**src/rtl/fft_pkg.sv**
```systemverilog
// Shared constants, types and helper functions for the FFT output reorder block.
// Functions here are used both for elaboration-time sizing and for address generation.
package fft_pkg;

    localparam int FFT_WIDTH = 16;
    localparam int MAX_LOG   = 16;

    typedef struct packed {
        logic [FFT_WIDTH-1:0] re;
        logic [FFT_WIDTH-1:0] im;
    } cplx_t;

    function automatic int log2(input int n);
        int r;
        r = 0;
        for (int i = 0; i < 31; i++) begin
            if ((1 << i) < n) begin
                r = i + 1;
            end
        end
        return r;
    endfunction

    // Reverses the low 'bits' bits of v into the low bits of the result; upper bits stay zero.
    function automatic logic [MAX_LOG-1:0] bitrev(input logic [MAX_LOG-1:0] v, input int bits);
        logic [MAX_LOG-1:0] r;
        logic [MAX_LOG-1:0] s;
        r = '0;
        s = v;
        for (int i = 0; i < MAX_LOG; i++) begin
            if (i < bits) begin
                r = {r[MAX_LOG-2:0], s[0]};
                s = s >> 1;
            end
        end
        return r;
    endfunction

endpackage

```
**src/rtl/reorder_ram.sv**
```systemverilog
// Simple dual-port frame buffer: synchronous write on port A, registered read on port B.
// The address MSB selects the ping-pong bank.
module reorder_ram
    import fft_pkg::*;
#(
    parameter int DEPTH = 128,
    parameter int DW    = 32,
    parameter int AW    = 7
) (
    input  logic          clock,
    input  logic          wr_en,
    input  logic [AW-1:0] wr_addr,
    input  logic [DW-1:0] wr_data,
    input  logic          rd_en,
    input  logic [AW-1:0] rd_addr,
    output logic [DW-1:0] rd_data
);

    logic [DW-1:0] mem [DEPTH];
    logic [DW-1:0] rd_data_q;
    logic [DW-1:0] rd_data_d;

    always_comb begin
        rd_data_d = rd_data_q;
        if (rd_en) begin
            rd_data_d = mem[rd_addr];
        end
    end

    // Storage is deliberately not reset; stale contents are never emitted.
    always_ff @(posedge clock) begin
        if (wr_en) begin
            mem[wr_addr] <= wr_data;
        end
        rd_data_q <= rd_data_d;
    end

    assign rd_data = rd_data_q;

endmodule

```
**src/rtl/fft_output_reorder.sv**
```systemverilog
// Reorders bit-reversed FFT frames into natural bin order using a ping-pong buffer.
// Optional feature: define FFT_REORDER_ERR_EN to add the err abort-pulse output.
module fft_output_reorder
    import fft_pkg::*;
#(
    parameter int N     = 64,
    parameter int WIDTH = FFT_WIDTH
) (
    input  logic             clock,
    input  logic             reset,
    input  logic             di_en,
    input  logic [WIDTH-1:0] di_re,
    input  logic [WIDTH-1:0] di_im,
    output logic             do_en,
    output logic [WIDTH-1:0] do_re,
    output logic [WIDTH-1:0] do_im,
    output logic             do_last
`ifdef FFT_REORDER_ERR_EN
    ,
    output logic             err
`endif
);

    localparam int LOG_N = log2(N);
    localparam int AW    = LOG_N + 1;
    localparam logic [LOG_N-1:0] LAST = LOG_N'(N - 1);

    typedef enum logic {
        RD_IDLE,
        RD_ACTIVE
    } rd_state_t;

    logic [LOG_N-1:0] wr_count_q, wr_count_d;
    logic             wr_bank_q, wr_bank_d;
    rd_state_t        rd_state_q, rd_state_d;
    logic [LOG_N-1:0] rd_count_q, rd_count_d;
    logic             rd_bank_q, rd_bank_d;
    logic             do_en_q, do_en_d;
    logic             do_last_q, do_last_d;
    logic             arm;
    logic             rd_en;
    logic [AW-1:0]    wr_addr;
    logic [AW-1:0]    rd_addr;
    logic [2*WIDTH-1:0] rd_data;

    assign wr_addr = {wr_bank_q, LOG_N'(bitrev(MAX_LOG'(wr_count_q), LOG_N))};
    assign rd_addr = {rd_bank_q, rd_count_q};
    assign rd_en   = (rd_state_q == RD_ACTIVE);

    // Write side: count samples, complete or discard the frame, arm the read of a full bank.
    always_comb begin
        wr_count_d = wr_count_q;
        wr_bank_d  = wr_bank_q;
        arm        = 1'b0;
        if (di_en) begin
            if (wr_count_q == LAST) begin
                wr_count_d = '0;
                wr_bank_d  = ~wr_bank_q;
                arm        = 1'b1;
            end else begin
                wr_count_d = wr_count_q + 1'b1;
            end
        end else if (wr_count_q != '0) begin
            wr_count_d = '0;
        end
    end

    // A new arm can only coincide with the final read of the previous frame, so it simply restarts.
    always_comb begin
        rd_state_d = rd_state_q;
        rd_count_d = rd_count_q;
        rd_bank_d  = rd_bank_q;
        do_en_d    = (rd_state_q == RD_ACTIVE);
        do_last_d  = (rd_state_q == RD_ACTIVE) && (rd_count_q == LAST);
        if (arm) begin
            rd_state_d = RD_ACTIVE;
            rd_count_d = '0;
            rd_bank_d  = wr_bank_q;
        end else if (rd_state_q == RD_ACTIVE) begin
            if (rd_count_q == LAST) begin
                rd_state_d = RD_IDLE;
            end
            rd_count_d = rd_count_q + 1'b1;
        end
    end

    always_ff @(posedge clock or posedge reset) begin
        if (reset) begin
            wr_count_q <= '0;
            wr_bank_q  <= 1'b0;
            rd_state_q <= RD_IDLE;
            rd_count_q <= '0;
            rd_bank_q  <= 1'b0;
            do_en_q    <= 1'b0;
            do_last_q  <= 1'b0;
        end else begin
            wr_count_q <= wr_count_d;
            wr_bank_q  <= wr_bank_d;
            rd_state_q <= rd_state_d;
            rd_count_q <= rd_count_d;
            rd_bank_q  <= rd_bank_d;
            do_en_q    <= do_en_d;
            do_last_q  <= do_last_d;
        end
    end

    reorder_ram #(
        .DEPTH (2 * N),
        .DW    (2 * WIDTH),
        .AW    (AW)
    ) u_ram (
        .clock   (clock),
        .wr_en   (di_en),
        .wr_addr (wr_addr),
        .wr_data ({di_re, di_im}),
        .rd_en   (rd_en),
        .rd_addr (rd_addr),
        .rd_data (rd_data)
    );

    assign do_en   = do_en_q;
    assign do_last = do_last_q;
    assign do_re   = rd_data[2*WIDTH-1:WIDTH];
    assign do_im   = rd_data[WIDTH-1:0];

`ifdef FFT_REORDER_ERR_EN
    logic err_q, err_d;

    always_comb begin
        err_d = 1'b0;
        if (!di_en && (wr_count_q != '0)) begin
            err_d = 1'b1;
        end
    end

    always_ff @(posedge clock or posedge reset) begin
        if (reset) begin
            err_q <= 1'b0;
        end else begin
            err_q <= err_d;
        end
    end

    assign err = err_q;
`endif

endmodule

```
**config.mk**
```make
export PLATFORM = sky130hd
export DESIGN_NAME = fft_output_reorder
export DESIGN_NICKNAME = d
export VERILOG_FILES = /design/src/rtl/fft_pkg.sv /design/src/rtl/reorder_ram.sv /design/src/rtl/fft_output_reorder.sv
export SDC_FILE = /design/constraint.sdc
export NUM_CORES = 2
export LEC_CHECK = 0
export BUFFER_PORTS_ARGS = -buffer_cell sky130_fd_sc_hd__buf_2
export CAP_MARGIN = 25
export CORE_AREA = 4 4 678 680
export CTS_CLUSTER_SIZE = 10
export DETAILED_ROUTE_END_ITERATION = 8
export DIE_AREA = 0 0 682 684
export GPL_ROUTABILITY_DRIVEN = 0
export GPL_TIMING_DRIVEN = 1
export PLACE_DENSITY = 0.48
export RECOVER_POWER = 50
export REMOVE_ABC_BUFFERS = 1
export SYNTH_ARGS = -nofsm -noshare
export SYNTH_HDL_FRONTEND = slang
export SYNTH_SLANG_ARGS = --single-unit
```
**constraint.sdc**
```tcl
create_clock -name clock -period 5.42 [get_ports clock]
set_clock_uncertainty 0.1 [all_clocks]
set_input_delay 0.813 -clock clock [delete_from_list [all_inputs] [get_ports clock]]
set_output_delay 0.813 -clock clock [all_outputs]
set_load 0.01 [all_outputs]
```
## Yosys cells after proc, flatten, opt, wreduce, memory -nomap -nowiden

Memory sizes are Yosys's and may differ from the RTL's. A register that Yosys moved wholly into a read port is not among the register bits.
Index checks and enable logic that the tools add are counted.

| storage, ports and cells | value |
|---|---|
| flip-flop bits (word level) | 17 |
| bits in writable memories | 4096 |
| output and inout port bits | 34 |
| word-level logic and storage cells | 30 |
| memories kept | 1 |

| cells by class | value |
|---|---|
| add/subtract/negate cells | 2 |
| equality and inequality tests | 2 |
| multiplexer cells | 12 |
| bitwise logic cells | 1 |
| reduce and logical (&&, ||, !) cells | 5 |

Memory list:

| name | depth | width | rd ports | clocked after memory_dff | wr ports | RTL line | text |
|---|---|---|---|---|---|---|---|
| u_ram.mem | 128 | 32 | 1 | 1 | 1 | reorder_ram.sv:19 | `logic [DW-1:0] mem [DEPTH];` |

Operator list:

| cell | number |
|---|---|
| $mux 6 | 5 |
| $add 6x1->6 const B | 2 |
| $eq 6x6->1 const B | 2 |
| $mux 1 | 7 |
| $reduce_bool 6->1 | 1 |
| $reduce_bool 2->1 | 2 |
| $reduce_and 2->1 | 1 |
| $logic_and 1x1->1 | 1 |
| $not 1->1 | 1 |

## Depth between registers and ports, before layout

| depth | value |
|---|---|
| depth after elaboration | 4 |
| gate-level depth with buffers | 13 |

## By module

From an unflattened synthesis, not the netlist that was laid out.

| second synthesis, totals | value |
|---|---|
| cell total of the unflattened synthesis | 6060 |
| area total of the unflattened synthesis | 157379.7 um^2 |

Modules (own cells, without submodules):

| module | instances | cells an instance | area each (um^2) | seq. area each (um^2) |
|---|---|---|---|---|
| reorder_ram | 1 | 5990 | 156596.4 | 123958.9 |
| fft_output_reorder | 1 | 70 | 783.3 | 425.4 |

## Worst setup path before layout

No wires, ideal clock.

| timing path | value |
|---|---|
| path type | input to register |
| start point | input di_en |
| end point | memory u_ram.mem[72][0] (enable) |
| arrival time | 4079 ps |
| path slack | 739 ps |
| stages on the path | 2 |
| buffers on the path | 0 |
| cells stage by stage | nand4_1 -> nor4_1 |

| between the ends | value |
|---|---|
| longest elaborated chain between the ends | 2 |

RTL lines:

| element | RTL line | text |
|---|---|---|
| from (decl) | fft_output_reorder.sv:11 | `input logic di_en,` |
| $mux 1 | reorder_ram.sv:32 | `if (wr_en) begin` |
| $mux 1 (not written as such) | reorder_ram.sv:33 | `mem[wr_addr] <= wr_data;` |
| to (decl) | reorder_ram.sv:19 |  |

Every way passes these cells.

## Worst setup path after layout

| timing path | value |
|---|---|
| start point | input di_re[6] |
| end point | memory u_ram.mem[76][22] (data pin) |

RTL lines:

| element | RTL line | text |
|---|---|---|
| from (decl) | fft_output_reorder.sv:12 | `input logic [WIDTH-1:0] di_re,` |

No word-level cell before the write port.

==> flow_summary.json <==
{
  "status": "finished with violations",
  "violations": "max-capacitance violations, max-slew violations",
  "num_vias": 76600,
  "rsz0062_at_grt": "false",
  "synth_cells": 6769,
  "cts_buffer_depth": 4,
  "dp_hpwl_um": 293000,
  "max-vdd-ir-drop_v": 0.000332,
  "worst_slew_pin_slew_ps": 4420,
  "fillers": 39900,
  "ys_seq_elements": 4145,
  "cts_resized": 0,
  "nNetsFinal": 7423,
  "drc": 0,
  "cts_tree": "done",
  "fin_hold_ws_ps": 105,
  "cts_made_buffers": 465,
  "powerDensity_nw_per_um2": 356,
  "max_slew_margin_pct": -194,
  "setup.worst_path.start_class": "input pin",
  "cts_num_sinks": 4145,
  "finalHoldViolCount": 0,
  "drv_cap": 58,
  "rows": 248,
  "hold_path_depth": 2,
  "crit_path_frequent_cell": "clkbuf_1",
  "ys.flop_type": "edfxtp_1",
  "drtIter0Drc": 9393,
  "area_delta_synth_final_pct": 14.9,
  "clkTransAtPathRegs_ps": 50,
  "final_cells": 13500,
  "slew_viol_final": 3284,
  "cp-end-kind": "flop",
  "busiest_layer": "met2",
  "drtAntennaViolNets": 0,
  "switchingPower_mw": 13.3,
  "drt-total-wl_um": 490000,
  "antenna_found_initial": 53,
  "dieArea_um2": 466000,
  "setup_viol_count_final": 0,
  "required_ps": 5480,
  "min_path_type": "in2reg",
  "power_leakage_nw": 54.7,
  "grt_pass1_wl_um": 668000,
  "arrival_ps": 4920,
  "met3_usage_pct": 2.89,
  "place_ws_ps": 850,
  "placedInstanceArea_um2": 169000,
  "post-cts-setup-buffers": 0,
  "swShare_pct": 20.6,
  "port_buffers": 68,
  "hold_buffers": 2,
  "power.internal_mw": 51.4,
  "fin_crit_ps": 4870,
  "ys_types": 58,
  "post-route-period-util_pct": 89.8,
  "p_seq_share_pct": 55.1,
  "synth_warnings": 0,
  "grtUsageMet2_pct": 33.5,
  "synth_seq_area_share_pct": 78.6,
  "die_x_um": 682,
  "core_um2": 454000,
  "regArea_um2": 124000,
  "syn_area_um2": 158000,
  "grt_start_max_net_pins": 89,
  "cpMaxStageDelayCell": "clkbuf_1",
  "first_global_vias": 77800,
  "slowest_delay_ps": 2800,
  "grt.total_usage_pct": 20.6,
  "syn_avg_cell_area_um2": 23.4,
  "ys_async_sr_fraction_pct": 0.410,
  "overflow": 0,
  "reg2reg_depth": 9,
  "crit_type": "in2reg",
  "htree_levels": 5,
  "cts_root_buffer": "clkbuf_16",
  "grt_util_met1_pct": 29.4,
  "multi_input_area_um2": 32900,
  "layout_setup_ws_ps": 553,
  "drt-wirelength-per-cell_um": 36.2,
  "tns_ps": 0,
  "dp.cells": 12900,
  "drive_gt1_share_pct": 29.5,
  "path_cells": "dlygate4sd3_1 > clkbuf_1 > clkbuf_1",
  "path_max_fanout": 68,
  "comb_power_share_pct": 2.4,
  "initial_core_util_pct": 34.8,
  "fmax_mhz": 205,
  "vias_per_cell": 5.66,
  "insertion_delay_ps": 1000,
  "final_area_um2": 182000,
  "die_h_um": 684,
  "p_clk_share_pct": 42.6,
  "firstDrtPassIters": 5,
  "synth_edf_count": 4128,
  "ios": 69
}
-- path summary, 6_finish.rpt --
| kind | start | endpoint | slack, ps |
|---|---|---|---|
| setup / recovery | di_re[6] | u_ram.mem[76][22] | 550 |
| hold / removal | di_en | wr_count_q[5] | 100 |
| setup reg to reg | rd_count_q[0] | u_ram.rd_data[3] | 800 |
| hold reg to reg | do_en_d | rd_count_q[2] | 560 |
| max in group asynchronous | reset | rd_count_q[1] | 3230 |
| min in group asynchronous | reset | rd_count_q[0] | 840 |
-- power groups by stage --
stage                     clock network [mW]  registers, mW  logic, mW
after floorplan                            0           36.2      0.413
after global placement                     0           36.2       1.51
after detailed placement                   0           36.2       1.57
after CTS                               28.2           35.5       1.58
after global routing                    29.5           35.6       1.60
final                                   27.5           35.6       1.52
-- through the flow --
step                utilization (%)  total power, mW
floorplan                         -             36.6
global route                   40.0             66.7
CTS                            40.1             65.3
global placement               37.2             37.7
finish                         40.0             64.7
detailed placement             37.3             37.8
-- logic make-up (layout without fill, tap and decap cells) --
group / count (synthesis) / after routing / share of synthesized area (%)
xor+xnor: 7 / 7 / 0.0387
mux: 1345 / 1345 / 16.8
other cells: 0 / 17 / 0
compound gates: 485 / 485 / 2.06
fa+ha+maj: 3 / 3 / 0.0237
flops: 4145 / 4145 / 78.6
buf+inv: 382 / 1119 / 1.33
simple gates: 402 / 402 / 1.14
-- flip-flops by register name, indices dropped and copies added, names as in the netlist --
signal / count
u_ram.rd_data: 32
rd_count_q: 6
rd_bank_q: 1
do_last: 1
do_en: 1
wr_bank_q: 1
u_ram.mem: 4096
do_en_d: 1
wr_count_q: 6
-- worst max-delay path: cells and delay by family --
family	cells	cell delay, ps
buffers and inverters	3	3920
-- metal layers --
metal	share of wire, %	vias up
li1	-	30200
met1	42	42900
met2	48	2896
met3	6.3	655
met4	3.0	18
met5	0.024	-
-- synthesized netlist by cell type, types with 3 or more instances --
master / instances / area, µm²
ha_1: 3 / 37.5
edfxtp_1: 4128 / 124000
a2111oi_0: 3 / 26.3
and3_1: 6 / 37.5
mux2_2: 31 / 349
nand2b_1: 5 / 31.3
nor2b_1: 13 / 81.3
buf_1: 34 / 128
nand3_1: 40 / 200
nor3_1: 13 / 65.1
a31oi_1: 6 / 37.5
a21oi_1: 125 / 626
nand2_1: 96 / 360
nor4b_1: 4 / 35.0
nor4_1: 14 / 87.6
and2_1: 8 / 50.1
a32oi_1: 5 / 43.8
buf_4: 52 / 390
buf_6: 45 / 507
mux4_2: 1046 / 23600
o221ai_1: 12 / 105
a211oi_1: 22 / 165
dfrtp_1: 17 / 425
a22o_1: 23 / 201
mux2i_1: 268 / 2680
clkbuf_1: 143 / 537
nand4_1: 7 / 43.8
or2_2: 9 / 56.3
nor2_1: 175 / 657
o2111ai_1: 4 / 35.0
o21a_1: 10 / 75.1
inv_1: 6 / 22.5
o21ai_0: 48 / 240
buf_2: 99 / 495
a22oi_1: 148 / 1110
o22ai_1: 40 / 250
xnor2_1: 5 / 43.8
a221oi_1: 33 / 289
-- layout make-up --
cell class | count | area share (%)
flip-flops and latches | 4145 | 68.4
multi-input cells | 2242 | 18.1
well taps | 6000 | 4.13
clock buffers | 544 | 6.64
clock inverters | 44 | 0.295
repair buffers | 523 | 2.38
inverters | 8 | 0.0289
diodes | 17 | 0.0234
-- placed cells by master (no fill, tap or decap), types with 43 or more instances in the layout --
cell type	count
a21oi_1	124
mux4_2	1046
edfxtp_1	4128
clkbuf_1	134
o21ai_0	43
clkbuf_16	471
a22oi_1	148
buf_4	330
buf_12	56
nand2_1	93
nor2_4	122
mux2i_1	265
nor2_1	51
Note: power is estimated with default switching activity, not from simulation.
